--- src/rtl/hazard_ctrl_pkg.sv ---
// Shared pipeline-control types for the hazard controller: forward selects,
// branch kinds, write-back value sources and the stall/flush bundle.
package hazard_ctrl_pkg;

  typedef logic [4:0] regidx_t;

  typedef enum logic [2:0] {
    HAZ_DEFAULT,
    HAZ_ALU_RES_E,
    HAZ_ALU_RES_M,
    HAZ_MEM_RES_M,
    HAZ_RES_W
  } hazard_forward_t;

  typedef enum logic [3:0] {
    BR_NONE,
    BR_BEQ,
    BR_BNE,
    BR_BLEZ,
    BR_BGTZ,
    BR_BLTZ,
    BR_BGEZ,
    BR_J,
    BR_JAL,
    BR_JR,
    BR_JALR
  } ctrl_branch_t;

  typedef enum logic [2:0] {
    VAL_ALU_RES,
    VAL_MEM,
    VAL_PC8,
    VAL_HI,
    VAL_LO
  } ctrl_reg_val_t;

  typedef struct packed {
    logic stall_f;
    logic stall_d;
    logic stall_e;
    logic stall_m;
    logic flush_d;
    logic flush_e;
    logic flush_m;
    logic flush_w;
  } hazard_stall_t;

  localparam int MUL_CYCLES_DEFAULT = 5;
  localparam int DIV_CYCLES_DEFAULT = 33;

  // A used, non-zero source register that matches a write destination.
  function automatic logic src_hit(input logic used, input regidx_t idx, input regidx_t dst);
    return used && (idx != '0) && (idx == dst);
  endfunction

endpackage

--- src/rtl/hazard_ctrl_if.sv ---
// Pipeline-side bundle for the hazard controller. The slave modport is the
// controller; the master modport is the pipeline that feeds it.
interface hazard_ctrl_if
  import hazard_ctrl_pkg::*;
#(
  parameter int PERF_W = 32
) ();

  ctrl_branch_t     branch_d;
  hazard_forward_t  forward_rs_d;
  hazard_forward_t  forward_rt_d;
  regidx_t          rs_d;
  regidx_t          rt_d;
  logic             rs_used_d;
  logic             rt_used_d;
  logic             reg_write_en_e;
  logic             reg_write_en_m;
  regidx_t          reg_write_dst_e;
  regidx_t          reg_write_dst_m;
  ctrl_reg_val_t    reg_write_val_e;
  ctrl_reg_val_t    reg_write_val_m;
  logic             muldiv_start_e;
  logic             muldiv_is_div_e;
  logic             hilo_read_e;
  logic             ireq_pending;
  logic             idata_ok;
  logic             dreq_valid_m;
  logic             ddata_ok;
  logic             stall_f, stall_d, stall_e, stall_m;
  logic             flush_d, flush_e, flush_m, flush_w;
  logic             muldiv_busy;
  logic [PERF_W-1:0] perf_stall_cnt;

  modport master (
    output branch_d, forward_rs_d, forward_rt_d, rs_d, rt_d, rs_used_d, rt_used_d,
    output reg_write_en_e, reg_write_en_m, reg_write_dst_e, reg_write_dst_m,
    output reg_write_val_e, reg_write_val_m, muldiv_start_e, muldiv_is_div_e, hilo_read_e,
    output ireq_pending, idata_ok, dreq_valid_m, ddata_ok,
    input  stall_f, stall_d, stall_e, stall_m, flush_d, flush_e, flush_m, flush_w,
    input  muldiv_busy, perf_stall_cnt
  );

  modport slave (
    input  branch_d, forward_rs_d, forward_rt_d, rs_d, rt_d, rs_used_d, rt_used_d,
    input  reg_write_en_e, reg_write_en_m, reg_write_dst_e, reg_write_dst_m,
    input  reg_write_val_e, reg_write_val_m, muldiv_start_e, muldiv_is_div_e, hilo_read_e,
    input  ireq_pending, idata_ok, dreq_valid_m, ddata_ok,
    output stall_f, stall_d, stall_e, stall_m, flush_d, flush_e, flush_m, flush_w,
    output muldiv_busy, perf_stall_cnt
  );

endinterface

--- src/rtl/hazard_ctrl_muldiv_tracker.sv ---
// HI/LO occupancy tracker: a down-counter loaded when a mult/div issue is
// accepted, reporting busy and the mult/div wait hazard.
module hazard_ctrl_muldiv_tracker
  import hazard_ctrl_pkg::*;
#(
  parameter int MUL_CYCLES = MUL_CYCLES_DEFAULT,
  parameter int DIV_CYCLES = DIV_CYCLES_DEFAULT
) (
  input  logic clk,
  input  logic resetn,
  input  logic start,
  input  logic is_div,
  input  logic hilo_read,
  input  logic dmem_wait,
  output logic busy,
  output logic md_wait
);

  localparam int MAX_CYCLES = (MUL_CYCLES > DIV_CYCLES) ? MUL_CYCLES : DIV_CYCLES;
  localparam int CNT_W      = $clog2(MAX_CYCLES + 1);

  logic [CNT_W-1:0] cnt;
  logic             accept;

  // A new op (or HI/LO read) must wait while the previous result is pending;
  // a start on the last busy cycle is therefore deferred by one cycle.
  assign busy    = (cnt != '0);
  assign md_wait = busy & (hilo_read | start);
  assign accept  = start & ~dmem_wait & ~md_wait;

  // Load on an accepted issue, otherwise count down to zero and hold.
  always_ff @(posedge clk or negedge resetn) begin
    if (!resetn) begin
      cnt <= '0;
    end else if (accept) begin
      cnt <= is_div ? CNT_W'(DIV_CYCLES) : CNT_W'(MUL_CYCLES);
    end else if (busy) begin
      cnt <= cnt - 1'b1;
    end
  end

endmodule

--- src/rtl/hazard_ctrl.sv ---
// Pipeline stall/flush controller for the 5-stage MIPS core.
// Optional build macro: BRANCH_E_FWD_EN -- when defined, a branch operand
// produced by the E-stage ALU is forwarded to the compare instead of stalling.
module hazard_ctrl
  import hazard_ctrl_pkg::*;
#(
  parameter int MUL_CYCLES = MUL_CYCLES_DEFAULT,
  parameter int DIV_CYCLES = DIV_CYCLES_DEFAULT,
  parameter int PERF_W     = 32
) (
  input  logic          clk,
  input  logic          resetn,
  hazard_ctrl_if.slave  bus
);

  logic          dmem_wait, md_wait, imem_wait, load_use;
  logic          is_br, lu_e_mem, lu_m_mem, lu_e_other, lu_e_alu;
  logic          busy;
  hazard_stall_t st;
  logic [PERF_W-1:0] perf_q;

  hazard_ctrl_muldiv_tracker #(
    .MUL_CYCLES (MUL_CYCLES),
    .DIV_CYCLES (DIV_CYCLES)
  ) u_tracker (
    .clk       (clk),
    .resetn    (resetn),
    .start     (bus.muldiv_start_e),
    .is_div    (bus.muldiv_is_div_e),
    .hilo_read (bus.hilo_read_e),
    .dmem_wait (dmem_wait),
    .busy      (busy),
    .md_wait   (md_wait)
  );

  assign dmem_wait = bus.dreq_valid_m & ~bus.ddata_ok;
  assign imem_wait = bus.ireq_pending & ~bus.idata_ok;
  assign is_br     = (bus.branch_d == BR_BEQ) || (bus.branch_d == BR_BNE) ||
                     (bus.branch_d == BR_JR);

  // Load-use style hazards: a load in E feeding any consumer, and branch
  // compares in D that cannot get their operand from the forwarding network.
  always_comb begin
    lu_e_mem   = bus.reg_write_en_e && (bus.reg_write_val_e == VAL_MEM) &&
                 (src_hit(bus.rs_used_d, bus.rs_d, bus.reg_write_dst_e) ||
                  src_hit(bus.rt_used_d, bus.rt_d, bus.reg_write_dst_e));
    lu_m_mem   = is_br && bus.reg_write_en_m && (bus.reg_write_val_m == VAL_MEM) &&
                 ((src_hit(bus.rs_used_d, bus.rs_d, bus.reg_write_dst_m) &&
                   (bus.forward_rs_d == HAZ_DEFAULT)) ||
                  (src_hit(bus.rt_used_d, bus.rt_d, bus.reg_write_dst_m) &&
                   (bus.forward_rt_d == HAZ_DEFAULT)));
    lu_e_other = is_br && bus.reg_write_en_e &&
                 (bus.reg_write_val_e != VAL_ALU_RES) && (bus.reg_write_val_e != VAL_MEM) &&
                 ((src_hit(bus.rs_used_d, bus.rs_d, bus.reg_write_dst_e) &&
                   (bus.forward_rs_d == HAZ_DEFAULT)) ||
                  (src_hit(bus.rt_used_d, bus.rt_d, bus.reg_write_dst_e) &&
                   (bus.forward_rt_d == HAZ_DEFAULT)));
`ifdef BRANCH_E_FWD_EN
    lu_e_alu   = 1'b0;
`else
    // Keep the E-ALU result off the branch-compare path: wait one cycle
    // until the operand is available from M.
    lu_e_alu   = is_br &&
                 ((bus.rs_used_d && (bus.rs_d != '0) && (bus.forward_rs_d == HAZ_ALU_RES_E)) ||
                  (bus.rt_used_d && (bus.rt_d != '0) && (bus.forward_rt_d == HAZ_ALU_RES_E)));
`endif
    load_use   = lu_e_mem | lu_m_mem | lu_e_other | lu_e_alu;
  end

  // Only the highest-priority hazard drives the stage controls.
  always_comb begin
    st = '0;
    if (!resetn) begin
      st = '0;
    end else if (dmem_wait) begin
      st.stall_f = 1'b1;
      st.stall_d = 1'b1;
      st.stall_e = 1'b1;
      st.stall_m = 1'b1;
      st.flush_w = 1'b1;
    end else if (md_wait) begin
      st.stall_f = 1'b1;
      st.stall_d = 1'b1;
      st.stall_e = 1'b1;
      st.flush_m = 1'b1;
    end else if (load_use) begin
      st.stall_f = 1'b1;
      st.stall_d = 1'b1;
      st.flush_e = 1'b1;
    end else if (imem_wait) begin
      st.stall_f = 1'b1;
      st.flush_d = 1'b1;
    end
  end

  // Saturating count of fetch-stall cycles.
  always_ff @(posedge clk or negedge resetn) begin
    if (!resetn) begin
      perf_q <= '0;
    end else if (st.stall_f && (perf_q != '1)) begin
      perf_q <= perf_q + 1'b1;
    end
  end

  assign bus.stall_f        = st.stall_f;
  assign bus.stall_d        = st.stall_d;
  assign bus.stall_e        = st.stall_e;
  assign bus.stall_m        = st.stall_m;
  assign bus.flush_d        = st.flush_d;
  assign bus.flush_e        = st.flush_e;
  assign bus.flush_m        = st.flush_m;
  assign bus.flush_w        = st.flush_w;
  assign bus.muldiv_busy    = busy;
  assign bus.perf_stall_cnt = perf_q;

endmodule

--- src/flat_wrapper.sv ---
// flat-port wrapper written by rule: the top's interface ports become plain ports
module hazard_ctrl_flat import hazard_ctrl_pkg::*;
#(
  parameter int MUL_CYCLES = MUL_CYCLES_DEFAULT,
  parameter int DIV_CYCLES = DIV_CYCLES_DEFAULT,
  parameter int PERF_W     = 32
)
  (clk, resetn, bus_branch_d, bus_forward_rs_d, bus_forward_rt_d, bus_rs_d, bus_rt_d, bus_rs_used_d, bus_rt_used_d, bus_reg_write_en_e, bus_reg_write_en_m, bus_reg_write_dst_e, bus_reg_write_dst_m, bus_reg_write_val_e, bus_reg_write_val_m, bus_muldiv_start_e, bus_muldiv_is_div_e, bus_hilo_read_e, bus_ireq_pending, bus_idata_ok, bus_dreq_valid_m, bus_ddata_ok, bus_stall_f, bus_stall_d, bus_stall_e, bus_stall_m, bus_flush_d, bus_flush_e, bus_flush_m, bus_flush_w, bus_muldiv_busy, bus_perf_stall_cnt);
  hazard_ctrl_if #(.PERF_W(PERF_W)) bus_i ();
  input  logic clk;
  input  logic resetn;
  input wire logic [$bits(bus_i.branch_d)-1:0] bus_branch_d;
  input wire logic [$bits(bus_i.forward_rs_d)-1:0] bus_forward_rs_d;
  input wire logic [$bits(bus_i.forward_rt_d)-1:0] bus_forward_rt_d;
  input wire logic [$bits(bus_i.rs_d)-1:0] bus_rs_d;
  input wire logic [$bits(bus_i.rt_d)-1:0] bus_rt_d;
  input wire logic [$bits(bus_i.rs_used_d)-1:0] bus_rs_used_d;
  input wire logic [$bits(bus_i.rt_used_d)-1:0] bus_rt_used_d;
  input wire logic [$bits(bus_i.reg_write_en_e)-1:0] bus_reg_write_en_e;
  input wire logic [$bits(bus_i.reg_write_en_m)-1:0] bus_reg_write_en_m;
  input wire logic [$bits(bus_i.reg_write_dst_e)-1:0] bus_reg_write_dst_e;
  input wire logic [$bits(bus_i.reg_write_dst_m)-1:0] bus_reg_write_dst_m;
  input wire logic [$bits(bus_i.reg_write_val_e)-1:0] bus_reg_write_val_e;
  input wire logic [$bits(bus_i.reg_write_val_m)-1:0] bus_reg_write_val_m;
  input wire logic [$bits(bus_i.muldiv_start_e)-1:0] bus_muldiv_start_e;
  input wire logic [$bits(bus_i.muldiv_is_div_e)-1:0] bus_muldiv_is_div_e;
  input wire logic [$bits(bus_i.hilo_read_e)-1:0] bus_hilo_read_e;
  input wire logic [$bits(bus_i.ireq_pending)-1:0] bus_ireq_pending;
  input wire logic [$bits(bus_i.idata_ok)-1:0] bus_idata_ok;
  input wire logic [$bits(bus_i.dreq_valid_m)-1:0] bus_dreq_valid_m;
  input wire logic [$bits(bus_i.ddata_ok)-1:0] bus_ddata_ok;
  output wire logic [$bits(bus_i.stall_f)-1:0] bus_stall_f;
  output wire logic [$bits(bus_i.stall_d)-1:0] bus_stall_d;
  output wire logic [$bits(bus_i.stall_e)-1:0] bus_stall_e;
  output wire logic [$bits(bus_i.stall_m)-1:0] bus_stall_m;
  output wire logic [$bits(bus_i.flush_d)-1:0] bus_flush_d;
  output wire logic [$bits(bus_i.flush_e)-1:0] bus_flush_e;
  output wire logic [$bits(bus_i.flush_m)-1:0] bus_flush_m;
  output wire logic [$bits(bus_i.flush_w)-1:0] bus_flush_w;
  output wire logic [$bits(bus_i.muldiv_busy)-1:0] bus_muldiv_busy;
  output wire logic [$bits(bus_i.perf_stall_cnt)-1:0] bus_perf_stall_cnt;
  assign bus_i.branch_d = bus_branch_d;
  assign bus_i.forward_rs_d = bus_forward_rs_d;
  assign bus_i.forward_rt_d = bus_forward_rt_d;
  assign bus_i.rs_d = bus_rs_d;
  assign bus_i.rt_d = bus_rt_d;
  assign bus_i.rs_used_d = bus_rs_used_d;
  assign bus_i.rt_used_d = bus_rt_used_d;
  assign bus_i.reg_write_en_e = bus_reg_write_en_e;
  assign bus_i.reg_write_en_m = bus_reg_write_en_m;
  assign bus_i.reg_write_dst_e = bus_reg_write_dst_e;
  assign bus_i.reg_write_dst_m = bus_reg_write_dst_m;
  assign bus_i.reg_write_val_e = bus_reg_write_val_e;
  assign bus_i.reg_write_val_m = bus_reg_write_val_m;
  assign bus_i.muldiv_start_e = bus_muldiv_start_e;
  assign bus_i.muldiv_is_div_e = bus_muldiv_is_div_e;
  assign bus_i.hilo_read_e = bus_hilo_read_e;
  assign bus_i.ireq_pending = bus_ireq_pending;
  assign bus_i.idata_ok = bus_idata_ok;
  assign bus_i.dreq_valid_m = bus_dreq_valid_m;
  assign bus_i.ddata_ok = bus_ddata_ok;
  assign bus_stall_f = bus_i.stall_f;
  assign bus_stall_d = bus_i.stall_d;
  assign bus_stall_e = bus_i.stall_e;
  assign bus_stall_m = bus_i.stall_m;
  assign bus_flush_d = bus_i.flush_d;
  assign bus_flush_e = bus_i.flush_e;
  assign bus_flush_m = bus_i.flush_m;
  assign bus_flush_w = bus_i.flush_w;
  assign bus_muldiv_busy = bus_i.muldiv_busy;
  assign bus_perf_stall_cnt = bus_i.perf_stall_cnt;
  hazard_ctrl #(.MUL_CYCLES(MUL_CYCLES), .DIV_CYCLES(DIV_CYCLES), .PERF_W(PERF_W)) u_core (.clk(clk), .resetn(resetn), .bus(bus_i));
endmodule
--- config.mk ---
export PLATFORM = sky130hd
export DESIGN_NAME = hazard_ctrl_flat
export DESIGN_NICKNAME = d
export VERILOG_FILES = /design/src/rtl/hazard_ctrl_pkg.sv /design/src/rtl/hazard_ctrl_if.sv /design/src/rtl/hazard_ctrl_muldiv_tracker.sv /design/src/rtl/hazard_ctrl.sv /design/src/flat_wrapper.sv
export SDC_FILE = /design/constraint.sdc
export NUM_CORES = 1
export LEC_CHECK = 0
export CAP_MARGIN = 20
export CORE_ASPECT_RATIO = 0.5
export CORE_UTILIZATION = 44
export DETAILED_ROUTE_END_ITERATION = 10
export PLACE_DENSITY = 0.83
export SLEW_MARGIN = 20
export SYNTH_ARGS = -nofsm -noshare
export SYNTH_HDL_FRONTEND = slang
export SYNTH_SLANG_ARGS = --single-unit
export TNS_END_PERCENT = 30
--- constraint.sdc ---
create_clock -name clk -period 3.1 [get_ports clk]
set_input_delay 0.31 -clock clk [delete_from_list [all_inputs] [get_ports clk]]
set_output_delay 0.31 -clock clk [all_outputs]
set_load 0.02 [all_outputs]
==> results.sh <==
export IMPL_drc_errors=0
export IMPL_worstSetupStartpointType="input pin"
export IMPL_synth_top_area_cell="dfrtp_1"
export IMPL_antenna_found_initial=0
export IMPL_finalCritPeriodShare=0.9748
export IMPL_synth_yosys_warnings=0
export IMPL_initial_core_util=0.4609
export IMPL_ys_flop_type="dfrtp_1"
export IMPL_grt_pass1_vias=2171
export IMPL_gp_congestion=1.067
export IMPL_period_needed_ns=3.022
export IMPL_std_cell_rows=18
export IMPL_setup_slack_ns=0.07812
export IMPL_grt_max_degree=21
export IMPL_cts_tree="built"
export IMPL_overflow=0
export IMPL_synth_ff_latch_count=38
export IMPL_critPathMaxFanout=2
export IMPL_final_net_count=406
export IMPL_grt_usage=0.2322
export IMPL_syn_cell_area_mm2=0.002283
export IMPL_status="finished, final reports clean"
export IMPL_cts_buffer_depth=2
export IMPL_cp_arrival_ns=2.71
export IMPL_final_common_cell="clkdlybuf4s50_1"
export IMPL_dp_slack_ns=0.02854
export IMPL_clkTransAtPathRegs_ns=0.07
export IMPL_cts_setup_buffers=0
export IMPL_clkLatencyLatePin_ns=0.29
export IMPL_finalHoldWorstSlack_ns=0.4318
export IMPL_io_buffers=89
export IMPL_cts_sink_count=38
export IMPL_max_slew_margin_rel=0.6049
export IMPL_synth_edff_count=0
export IMPL_dp_hpwl_um=4785
export IMPL_fmax_mhz=330.9
export IMPL_synth_top_area_share=0.4164
export IMPL_async_reset_ff_frac=1.000
export IMPL_dr_total_vias=2236
export IMPL_ys_types=38
export IMPL_ir_drop_v=0.0002548
export IMPL_final_util=0.6947
export IMPL_avgSynthCellArea_um2=9.207
export IMPL_leakagePower_nw=1.489
export IMPL_antenna_left=0
export IMPL_syn_inst=248
export IMPL_die_w_um=103.9
export IMPL_cp_required_ns=2.79
export IMPL_wl_um=6050
export IMPL_die_area_mm2=0.005499
export IMPL_io_pins=90
export IMPL_p_per_area_mw_per_mm2=499.3
export IMPL_critPathKind="in -> out"
export IMPL_layout_common_cells="85 x clkdlybuf4s50_1, 38 x dfrtp_1, 33 x xor2_1"
export IMPL_finalHoldViolCount=0
export IMPL_synth_fp_nets=299
export IMPL_cts_buffers=5
export IMPL_setup_viol=0
export IMPL_drt_first_pass_iters=5
export IMPL_synthToLayoutAreaGrowth_pct=50.74
export IMPL_drive_above_1_share=0.08146
export IMPL_viasPerCell=5.249
export IMPL_ys_seq_area_frac=0.4164
export IMPL_grt_setup_unrepaired="true"
export IMPL_core_region_area_mm2=0.004955
export IMPL_antenna_cells=0
export IMPL_max_cap_viol_count=0
export IMPL_critPathCaptureType="output port"
export IMPL_synth_area_top_cells="dfrtp_1 42%, xor2_1 13%, xnor2_1 7.7%, nor3_1 5.5%, nand2_1 3.9%"
export IMPL_dr_first_iter_drc_count=108
export IMPL_hold_path_class="in -> async"
export IMPL_grt_pass1_wl_um=9763
export IMPL_wl_per_cell_um=14.20
export IMPL_drv_slew=0
export IMPL_clock_skew_ns=0.006036
export IMPL_h_tree_depth=2
export IMPL_cts_root_buf="clkbuf_8"
export IMPL_worstMarginPinSlew_ns=0.5904
export IMPL_die_h_um=52.94
-- cell families after synthesis --
family / after synthesis / synth area share
AO/OA/AOI/OAI: 18 / 0.05973
multiplexers: 1 / 0.004931
XOR/XNOR: 53 / 0.2033
AND/OR/NAND/NOR: 124 / 0.2734
flip-flops: 38 / 0.4164
adder cells (fa/ha/maj): 2 / 0.01096
buffers and inverters: 12 / 0.03123
-- worst max-delay path: stages --
cell             delay, ns
clkdlybuf4s50_1       0.44
or4_1                 0.53
o21ai_2               0.16
nor3_1                0.08
o2111ai_2             0.27
nand2_1               0.11
o2111a_1              0.27
clkdlybuf4s50_1       0.54
-- Yosys cell counts (2+ instances only) --
cell type,number
xnor2_1,20
and3_1,3
xor2_1,33
ha_1,2
or4_1,2
nand2b_1,2
nor2_1,24
nor4bb_1,2
nor2b_1,2
buf_6,3
nand4_1,7
nor4_1,8
nand2_1,24
dfrtp_1,38
o21ai_0,3
nand3_1,17
nor3_1,25
inv_1,7
o31ai_1,2
a21oi_1,4
and2_1,2
or2_2,2
-- registers in the layout (all words and copies together) (netlist names) --
name and cells:
u_core.bus.perf_stall_cnt 32, u_core.u_tracker.cnt 6
-- report_power, final --
group / internal, mW / switching [mW] / total, mW / leakage (nW)
clock network: 0.179 / 0.164 / 0.343 / 0.0482
logic: 0.331 / 0.307 / 0.638 / 0.965
registers: 0.605 / 0.133 / 0.737 / 0.476
-- cell type report --
class	instances	area (um2)
fill	382	1513
multi-input combinational	198	1270
timing repair buffer	105	1016
sequential	38	950.9
tap	70	87.58
clock buffer	7	86.33
inverter	7	26.28
clock inverter	1	5.005
-- stage by stage --
step,instances,cell area (um2),power [mW],TNS [ns]
floorplan,248,2283,1.066,0
CTS,426,3426,1.734,0
global route,426,3442,1.822,-0.02827
finish,426,3442,1.719,0
detailed placement,417,3324,1.385,0
global placement,417,3324,1.358,0
-- per-layer routing --
metal	global-route usage	share of wire	routed length (um)	vias up
li1	-	-	-	1069
met1	0.2529	0.39	2335	1059
met2	0.4344	0.52	3167	96
met3	0.05542	0.069	420	12
met4	0.1310	0.021	126	0
met5	0	0	0	-
-- path summary, 6_finish.rpt --
path	start	cells after the start	to	slack (ns)
max reg2reg	u_core.bus.perf_stall_cnt[8]$_DFFE_PN0P_	9	u_core.bus.perf_stall_cnt[25]$_DFFE_PN0P_	0.49
min	resetn	2	u_core.bus.perf_stall_cnt[2]$_DFFE_PN0P_	0.43
max in group asynchronous	resetn	3	u_core.bus.perf_stall_cnt[15]$_DFFE_PN0P_	2.12
max	bus_rs_d[3]	8	bus_flush_e	0.08
min reg2reg	u_core.bus.perf_stall_cnt[13]$_DFFE_PN0P_	1	u_core.bus.perf_stall_cnt[13]$_DFFE_PN0P_	0.50
min in group clk	u_core.bus.perf_stall_cnt[13]$_DFFE_PN0P_	1	u_core.bus.perf_stall_cnt[13]$_DFFE_PN0P_	0.50
-- repair_timing --
action,CTS,global route
endpoints found under the hold margin,5,0
gates resized for setup,0,4
hold buffers,1,0
endpoints found under the setup margin,0,3
Power figures use the tool's default switching activity.
